$ cat src/rtl/config_pkg.sv
// Core configuration record: the datapath widths shared by the execute-stage blocks.
package config_pkg;

  typedef struct packed {
    int unsigned XLEN;
    int unsigned TRANS_ID_BITS;
    int unsigned NUM_THREADS_LOG;
  } cva6_cfg_t;

  localparam cva6_cfg_t cva6_cfg_empty = '{XLEN: 32, TRANS_ID_BITS: 3, NUM_THREADS_LOG: 1};

endpackage

$ cat src/rtl/mult_wb_buffer_pkg.sv
// Shared types for the multiplier writeback buffer.
// The entry layout follows the core configuration widths.
package mult_wb_buffer_pkg;

  localparam int unsigned MWB_XLEN     = config_pkg::cva6_cfg_empty.XLEN;
  localparam int unsigned MWB_TID_BITS = config_pkg::cva6_cfg_empty.TRANS_ID_BITS;
  localparam int unsigned MWB_THR_BITS = config_pkg::cva6_cfg_empty.NUM_THREADS_LOG;

  typedef struct packed {
    logic [MWB_XLEN-1:0]     result;
    logic [MWB_TID_BITS-1:0] trans_id;
    logic [MWB_THR_BITS-1:0] thread_id;
  } mult_wb_entry_t;

endpackage

$ cat src/rtl/mult_wb_fifo.sv
// Generic circular FIFO: storage array, read/write pointers and occupancy count.
// Push while full is honoured only together with a pop.
module mult_wb_fifo
  import mult_wb_buffer_pkg::*;
#(
  parameter type         entry_t = mult_wb_entry_t,
  parameter int unsigned DEPTH   = 4,
  localparam int unsigned PTR_W  = $clog2(DEPTH)
) (
  input  logic         clk_i,
  input  logic         rst_i,
  input  logic         flush_i,
  input  logic         push_i,
  input  logic         pop_i,
  input  entry_t       data_i,
  output entry_t       data_o,
  output logic [PTR_W:0] count_o,
  output logic         full_o,
  output logic         empty_o
);

  localparam logic [PTR_W:0] DEPTH_CNT = (PTR_W+1)'(DEPTH);

  entry_t             mem_q [DEPTH];
  logic [PTR_W-1:0]   wr_ptr_q, rd_ptr_q;
  logic [PTR_W:0]     count_q;
  logic               push_ok, pop_ok;

  assign full_o  = (count_q == DEPTH_CNT);
  assign empty_o = (count_q == '0);
  assign pop_ok  = pop_i && !empty_o;
  assign push_ok = push_i && (!full_o || pop_ok);
  assign data_o  = mem_q[rd_ptr_q];
  assign count_o = count_q;

  // Storage is cleared on reset so the head data reads as zero out of reset.
  always_ff @(posedge clk_i) begin
    if (rst_i) begin
      wr_ptr_q <= '0;
      rd_ptr_q <= '0;
      count_q  <= '0;
      for (int i = 0; i < DEPTH; i++) mem_q[i] <= '0;
    end else if (flush_i) begin
      wr_ptr_q <= '0;
      rd_ptr_q <= '0;
      count_q  <= '0;
    end else begin
      if (push_ok) begin
        mem_q[wr_ptr_q] <= data_i;
        wr_ptr_q        <= wr_ptr_q + PTR_W'(1);
      end
      if (pop_ok) rd_ptr_q <= rd_ptr_q + PTR_W'(1);
      if (push_ok && !pop_ok)      count_q <= count_q + (PTR_W+1)'(1);
      else if (!push_ok && pop_ok) count_q <= count_q - (PTR_W+1)'(1);
    end
  end

endmodule

$ cat src/rtl/mult_wb_buffer.sv
// Receive-side buffer for the non-stallable multiplier: captures every result and
// drains it to writeback. Optional same-cycle bypass when empty: MULT_WB_BYPASS_EN.
module mult_wb_buffer
  import mult_wb_buffer_pkg::*;
#(
  parameter config_pkg::cva6_cfg_t CVA6Cfg = config_pkg::cva6_cfg_empty,
  parameter int unsigned DEPTH = 4
) (
  input  logic                               clk_i,
  input  logic                               rst_i,
  input  logic                               flush_i,
  input  logic                               issue_valid_i,
  output logic                               mult_ready_o,
  input  logic                               mult_valid_i,
  input  logic [CVA6Cfg.XLEN-1:0]            mult_result_i,
  input  logic [CVA6Cfg.TRANS_ID_BITS-1:0]   mult_trans_id_i,
  input  logic [CVA6Cfg.NUM_THREADS_LOG-1:0] thread_id_i,
  output logic                               wb_valid_o,
  input  logic                               wb_ready_i,
  output logic [CVA6Cfg.XLEN-1:0]            wb_result_o,
  output logic [CVA6Cfg.TRANS_ID_BITS-1:0]   wb_trans_id_o,
  output logic [CVA6Cfg.NUM_THREADS_LOG-1:0] wb_thread_id_o,
  output logic                               overflow_o
);

  localparam int unsigned PTR_W = $clog2(DEPTH);
  localparam int unsigned CNT_W = PTR_W + 1;
  localparam logic [CNT_W:0] DEPTH_EXT = (CNT_W+1)'(DEPTH);

  mult_wb_entry_t   entry_in, head, wb_entry;
  logic [CNT_W-1:0] count;
  logic             full, empty, push, pop;
  logic             inflight_q, overflow_q, ovf_event;

  always_comb begin
    entry_in           = '0;
    entry_in.result    = mult_result_i;
    entry_in.trans_id  = mult_trans_id_i;
    entry_in.thread_id = thread_id_i;
  end

  // Every issued op holds a credit until its result lands, so a slot is always free for it.
  assign mult_ready_o = !rst_i &&
                        (({1'b0, count} + {{CNT_W{1'b0}}, inflight_q}) < DEPTH_EXT);

  assign pop = !empty && wb_ready_i;

`ifdef MULT_WB_BYPASS_EN
  logic bypass_v;
  assign bypass_v   = empty && mult_valid_i && !flush_i;
  assign wb_valid_o = !empty || bypass_v;
  assign wb_entry   = bypass_v ? entry_in : head;
  assign push       = mult_valid_i && !flush_i && !(bypass_v && wb_ready_i);
`else
  assign wb_valid_o = !empty;
  assign wb_entry   = head;
  assign push       = mult_valid_i && !flush_i;
`endif

  assign ovf_event = mult_valid_i && !flush_i && full && !pop;

  assign wb_result_o    = wb_entry.result;
  assign wb_trans_id_o  = wb_entry.trans_id;
  assign wb_thread_id_o = wb_entry.thread_id;
  assign overflow_o     = overflow_q;

  always_ff @(posedge clk_i) begin
    if (rst_i) begin
      inflight_q <= 1'b0;
      overflow_q <= 1'b0;
    end else begin
      inflight_q <= flush_i ? 1'b0 : (issue_valid_i && mult_ready_o);
      if (ovf_event) overflow_q <= 1'b1;
    end
  end

  mult_wb_fifo #(
    .entry_t (mult_wb_entry_t),
    .DEPTH   (DEPTH)
  ) u_fifo (
    .clk_i   (clk_i),
    .rst_i   (rst_i),
    .flush_i (flush_i),
    .push_i  (push),
    .pop_i   (pop),
    .data_i  (entry_in),
    .data_o  (head),
    .count_o (count),
    .full_o  (full),
    .empty_o (empty)
  );

endmodule

$ cat config.mk
export PLATFORM = sky130hd
export DESIGN_NAME = mult_wb_buffer
export DESIGN_NICKNAME = d
export VERILOG_FILES = /design/src/rtl/config_pkg.sv /design/src/rtl/mult_wb_buffer_pkg.sv /design/src/rtl/mult_wb_fifo.sv /design/src/rtl/mult_wb_buffer.sv
export SDC_FILE = /design/constraint.sdc
export NUM_CORES = 1
export LEC_CHECK = 0
export BUFFER_PORTS_ARGS = -buffer_cell sky130_fd_sc_hd__buf_2
export CELL_PAD_IN_SITES_DETAIL_PLACEMENT = 1
export CELL_PAD_IN_SITES_GLOBAL_PLACEMENT = 1
export CORE_UTILIZATION = 30
export CTS_CLUSTER_DIAMETER = 150
export DETAILED_ROUTE_END_ITERATION = 7
export PLACE_DENSITY_LB_ADDON = 0.12
export SLEW_MARGIN = 20
export SYNTH_ARGS = -nofsm -noshare
export SYNTH_HDL_FRONTEND = slang
export SYNTH_SLANG_ARGS = --single-unit
export TNS_END_PERCENT = 5
$ cat constraint.sdc
create_clock -name clk_i -period 2.3 [get_ports clk_i]
set_input_delay 0.46 -clock clk_i [delete_from_list [all_inputs] [get_ports clk_i]]
set_output_delay 0.46 -clock clk_i [all_outputs]
set_load 0.05 [all_outputs]
-- Yosys cells after proc, flatten, opt, wreduce, memory -nomap -nowiden
Memory sizes are Yosys's and may differ from the RTL's. A register that Yosys moved wholly into a read port is not among the register bits.
Index checks and enable logic that the tools add are counted.
- memory bits (writable): 144
- memories: 1
- logic and storage cells: 48
- register bits: 9
- bits of input ports: 42
- reduce and logical (&&, ||, !) cells: 22
- mux-type cells: 13
- $lt $le $gt $ge: 1
- eq/ne operators: 1
- $add $sub $neg: 5
- memories (name ; words ; width ; read ports ; clocked after memory_dff ; write ports ; line ; RTL):
    u_fifo.mem_q ; 4 ; 36 ; 1 ; 1 ; 4 ; mult_wb_fifo.sv:24 ; entry_t mem_q [DEPTH];
- operators with widths (cell ; number):
    2-to-1 mux 36 bit ; 1
    OR reduction 36 bit ; 1
    logical AND 1 bit ; 10
    logical NOT 1 bit ; 7
    2-to-1 mux 1 bit ; 7
    2-to-1 mux 2 bit ; 3
    2-to-1 mux 3 bit ; 2
    adder 2 x 1 -> 2 bit, second input constant ; 2
    adder 3 x 1 -> 4 bit ; 1
    < comparator 4 x 3 -> 1 bit, second input constant ; 1
    adder 3 x 1 -> 3 bit, second input constant ; 1
    == test 3 bit, second input constant ; 1
    logical NOT 3 bit ; 1
    subtractor 3 x 1 -> 3 bit, second input constant ; 1
    nonzero test 2 bit ; 1
    OR reduction 2 bit ; 1
    logical OR 1 bit ; 1

-- Logic depth before layout (Yosys ltp)
- word-level depth: 12
- mapped depth: 9
- gate-level depth less buffers: 9

-- Cells and area by module
A second synthesis with hierarchy kept.
- cells, all modules: 407
- area, all modules: 6771.5 um^2
- by module, submodules not included (module ; seq. area each (um^2) ; times used ; area each (um^2) ; cells each):
    mult_wb_fifo ; 4504.3 ; 1 ; 6668.9 ; 396
    mult_wb_buffer ; 40.0 ; 1 ; 102.6 ; 11

-- Worst setup path after synthesis
OpenSTA, ideal clock, no wires.
- kind: register to register
- from: reg u_fifo.count_q[0], in the netlist u_fifo.count_o[0]
- to: mem u_fifo.mem_q[0][0] (netlist bit) (enable)
- required time: 1901 ps
- stages on the path, launching flop included: 5
- setup slack: -156 ps
- arrival time: 2057 ps
- path buffers: 1
- setup time: 399 ps
- path through: dfxtp_1 nor4b_2 or4_1 buf_6 nand2b_1
- RTL lines (element ; line ; RTL):
    from (decl) ; mult_wb_fifo.sv:26 ; logic [PTR_W:0] count_q;
    from (signal assigned) ; mult_wb_fifo.sv:53 ; if (push_ok && !pop_ok) count_q <= count_q + (PTR_W+1)'(1);
    from (signal assigned) ; mult_wb_fifo.sv:54 ; else if (!push_ok && pop_ok) count_q <= count_q - (PTR_W+1)'(1);
    to (decl) ; mult_wb_fifo.sv:24 ;

==> summary.md <==
The run finished with clean final reports. For this run, design rule violations remaining after detail routing come to 0. The area enclosed by the die boundary came out at 23000 um^2. 0 antenna diodes ended up in the layout.

For this design the total switching power over the nets is 1.67 mW. For the post-synthesis net count, the log shows 486. Via count of the first global-routing pass: 4299. The beginning of the worst hold path is issue_valid_i. Once layout is complete, the utilization of the core stands at 38.0%. In this run the critical register-to-register path is captured at u_fifo.count_o[2].

The power share of the clock group was 43.2%; the total number of H-tree levels was 4. The tools report the final antenna-violating net count as 0. Pin placement for this block handled 81 I/O pins. Setup repair after global routing could not meet its margin everywhere. Internal power comes to 5.37 mW. The pre-antenna-repair detailed-routing pass consisted of 4 iterations.

The count of warnings emitted by yosys was 0. For the net count of the finished layout, the log shows 582. After global routing the overflow that remains totals 0. In the final routed layout, each cell accounts on average for 20.2 um.

The clock passes through at most 2 buffers. The run gives 30.7% as the effective utilization at floorplan. Sorting the synthesized cells by area gives the leading types as sky130_fd_sc_hd__edfxtp_1 (64%), sky130_fd_sc_hd__mux4_2 (12%), sky130_fd_sc_hd__nor2_1 (5.7%), sky130_fd_sc_hd__nor2_2 (4.6%), sky130_fd_sc_hd__nand2b_1 (3.7%). Leaving out fill and tap cells, the most frequent cells in the layout are sky130_fd_sc_hd__edfxtp_1 (144), sky130_fd_sc_hd__nor2_1 (102), sky130_fd_sc_hd__buf_2 (69). The root buffer selected by CTS is sky130_fd_sc_hd__clkbuf_16. The tools report the type of element capturing the critical path as an output pin. Leakage power total: 2.99 nW.

Most area-hungry cell type in the Yosys netlist: sky130_fd_sc_hd__edfxtp_1. Yosys mapped the design onto 32 distinct sky130hd cell types. Walking the worst path, the cells encountered are buf_12 -> mux4_2 -> buf_2.

During placement, the flow inserted port buffers numbering 80. The number of sinks handled by clock tree synthesis was 155; the maximum operating frequency was 441 MHz. The final critical path takes up 98.5% of the cycle.

The run gives 0 as the number of max-slew violations in the final report. Compared with the post-synthesis result, the final layout area differs by 23.5%. The biggest cell delay along the critical path works out to 0.54 ns. Overall fraction of global-route tracks in use: 15.5%.

The first routing iteration left 144 violations. The end of the worst hold path was inflight_q. The tools report the number of inserted filler cells in the final layout as 2252. Measured in cells, the most critical reg-to-reg path has a length of 9. Combinational logic burns 10.6% of the power. The worst pin sits at a relative slew slack of 54.9%. TritonCTS built the clock tree. For the largest clock skew in the final design, the log shows 0.00829 ns. The core region is 21900 um^2. In this run the worst hold path is classified as primary input to flop. The average size of a mapped cell is 15.2 um^2. The first global-routing pass estimated 25100 um of wire. Number of placement rows: 54.

In this run switching power makes up 23.8% of total power. The count of state elements after synthesis is 155, and the fraction of synthesized cell area taken by the top area cell type is 64.2%. The number of failing setup endpoints in the final timing report was 0; the worst-case vdd ir drop was 0.433 mV.

The library cell used most frequently in the layout, excluding fill and tap cells, is sky130_fd_sc_hd__edfxtp_1. Using the TritonRoute via totals, the vias-per-cell ratio works out to 4.65. The buffer count from post-CTS setup fixing was 0; the maximum fanout along the worst path was 12. The cell area after synthesis was 6730 um^2.

The floorplan step set the die width to 152 um. Counting I/O delays and the setup requirement, the final critical path takes 2.27 ns. For the clock insertion delay at the later pin of the skew report, the log shows 0.42 ns.

The initial antenna violation count is 0. Instance count of the mapped netlist: 442. The number of maximum-capacitance constraint violations is 0, and the vertical die dimension is 152 um. After detailed routing, the total wire length is 16700 um.

The half-perimeter wire length after detailed placement was 9730 um; the data required time at the worst endpoint was 1.84 ns. The critical path is of the flop to output pin type. The worst register-to-register path begins at u_fifo.count_o[0]. The worst-margin pin slew works out to 0.677 ns.

The worst setup path is launched from a flop. The final number of hold-violating endpoints came out at 0. Slack of the worst reg-to-reg path: 0.15 ns. The worst hold slack across all endpoints was 0.263 ns.

The fraction of final layout cells sized beyond drive strength 1 was 42.4%. The number of cells traversed by the worst hold path is 2. Of the total power, registers draw 46.2%.

The clock buffer count from CTS is 17. The weighted congestion at the end of routability-driven global placement was 0.710; the vias after detailed routing was 3854. The tools report the largest net degree at the start of global routing as 37. Clock transition at the registers of the reported paths: 0.06 ns. For the worst setup path, the data arrival time is 1.81 ns. On the critical path, the stage with the largest delay is an instance of sky130_fd_sc_hd__mux4_2.

For this run, the register share of the synthesized area comes to 67.5%. Overall power consumption after layout is estimated at 7.04 mW. Power spread over the standard cell area amounts to 847 nW/um^2.
-- what timing repair did --
item                                    4_1_cts  5_1_grt
gates resized for setup                      21        7
hold buffers                                  0        0
endpoints found under the setup margin       22       34
cloned                                        0        1
-- cells in the mapped netlist --
library cell,count
sky130_fd_sc_hd__nand4_2,1
sky130_fd_sc_hd__and3_1,1
sky130_fd_sc_hd__or2_2,1
sky130_fd_sc_hd__xor2_1,4
sky130_fd_sc_hd__o31ai_1,2
sky130_fd_sc_hd__a31o_1,1
sky130_fd_sc_hd__inv_1,2
sky130_fd_sc_hd__nor2_1,102
sky130_fd_sc_hd__buf_2,10
sky130_fd_sc_hd__dfxtp_1,11
sky130_fd_sc_hd__o311ai_0,1
sky130_fd_sc_hd__nor2_2,49
sky130_fd_sc_hd__nand2_2,1
sky130_fd_sc_hd__mux2i_1,1
sky130_fd_sc_hd__a21oi_1,4
sky130_fd_sc_hd__or4_4,1
sky130_fd_sc_hd__clkbuf_1,9
sky130_fd_sc_hd__mux4_2,36
sky130_fd_sc_hd__or4_1,1
sky130_fd_sc_hd__nand2b_1,40
sky130_fd_sc_hd__nand3_1,1
sky130_fd_sc_hd__o21ai_0,2
sky130_fd_sc_hd__edfxtp_1,144
sky130_fd_sc_hd__ha_1,1
sky130_fd_sc_hd__buf_6,8
sky130_fd_sc_hd__inv_2,1
sky130_fd_sc_hd__fa_1,1
sky130_fd_sc_hd__nor2b_1,1
sky130_fd_sc_hd__or3_1,2
sky130_fd_sc_hd__or4b_4,1
sky130_fd_sc_hd__a311oi_1,1
sky130_fd_sc_hd__nor4b_2,1
-- power groups by stage --
stage | clock network [mW] | logic, mW | registers, mW
after detailed placement | 0 | 0.739 | 3.31
final | 3.04 | 0.750 | 3.25
after floorplan | 0 | 0.506 | 3.30
after global routing | 3.20 | 0.804 | 3.26
after global placement | 0 | 0.731 | 3.30
after CTS | 3.09 | 0.762 | 3.25
-- kinds of logic (layout without fill, tap and decap cells) --
logic type                 after synthesis  count (layout)  synth area share, %
muxes                                   37              37                 12.2
xor gates and xnor gates                 4               4                0.520
AOI/OAI and AO/OA                       11              11                 1.06
buffers and inverters                   30             137                 2.75
DFF                                    155             155                 67.5
adders and majority gates                2               2                0.483
and+or+nand+nor                        203             203                 15.5
-- area by class of cell --
| cell class | instances | area (um^2) | share of cell area, % |
|---|---|---|---|
| multi-input cells | 257 | 2020 | 24.2 |
| well taps | 280 | 350 | 4.21 |
| inverters | 3 | 11.3 | 0.135 |
| clock inverters | 12 | 198 | 2.38 |
| repair buffers | 104 | 758 | 9.12 |
| clock buffers | 18 | 429 | 5.16 |
| flip-flops and latches | 155 | 4550 | 54.7 |
-- worst max-delay path, delay by kind of cell (launching register included) --
kind	cells	cell delay, ns
buffers and inverters	2	0.41
flip-flops	1	0.42
multiplexers	1	0.54
-- layer usage --
| layer | track usage [%] | vias up | share of wire [%] |
|---|---|---|---|
| met4 | 4.85 | 0 | 1.2 |
| met1 | 19.2 | 1977 | 45 |
| li1 | - | 1795 | - |
| met2 | 27.1 | 67 | 51 |
| met3 | 3.17 | 15 | 3.0 |
| met5 | 0 | - | 0 |
-- how the worst max path moves through the flow --
stage,to,cells after the start,slack [ns]
2_1_floorplan,u_fifo.mem_q[1][0],3,-0.03
3_3_place_gp,u_fifo.count_o[2],10,0.08
3_5_place_dp,u_fifo.count_o[2],10,0.009
4_1_cts,wb_result_o[30],3,-0.02
5_1_grt,wb_result_o[22],3,-0.03
6_report,wb_result_o[22],3,0.03
-- metrics by stage --
| stage | cells | setup TNS [ns] | cell area (um^2) | worst slack, ns |
|---|---|---|---|---|
| 3_5_place_dp | 798 | 0 | 7570 | 0.00925 |
| 3_3_place_gp | 798 | 0 | 7570 | 0.0774 |
| 4_1_cts | 828 | -0.0459 | 8270 | -0.0230 |
| 5_1_grt | 829 | -0.231 | 8310 | -0.0346 |
| 2_1_floorplan | 442 | -1.07 | 6730 | -0.0268 |
| 6_report | 829 | 0 | 8310 | 0.0341 |
-- flip-flops by register name (all words and copies together) (netlist names), named ones only --
name             cells
inflight_q           1
overflow_o           1
u_fifo.count_o       3
u_fifo.mem_q       144
u_fifo.rd_ptr_q      2
u_fifo.wr_ptr_q      2
Power figures use the tool's default switching activity.
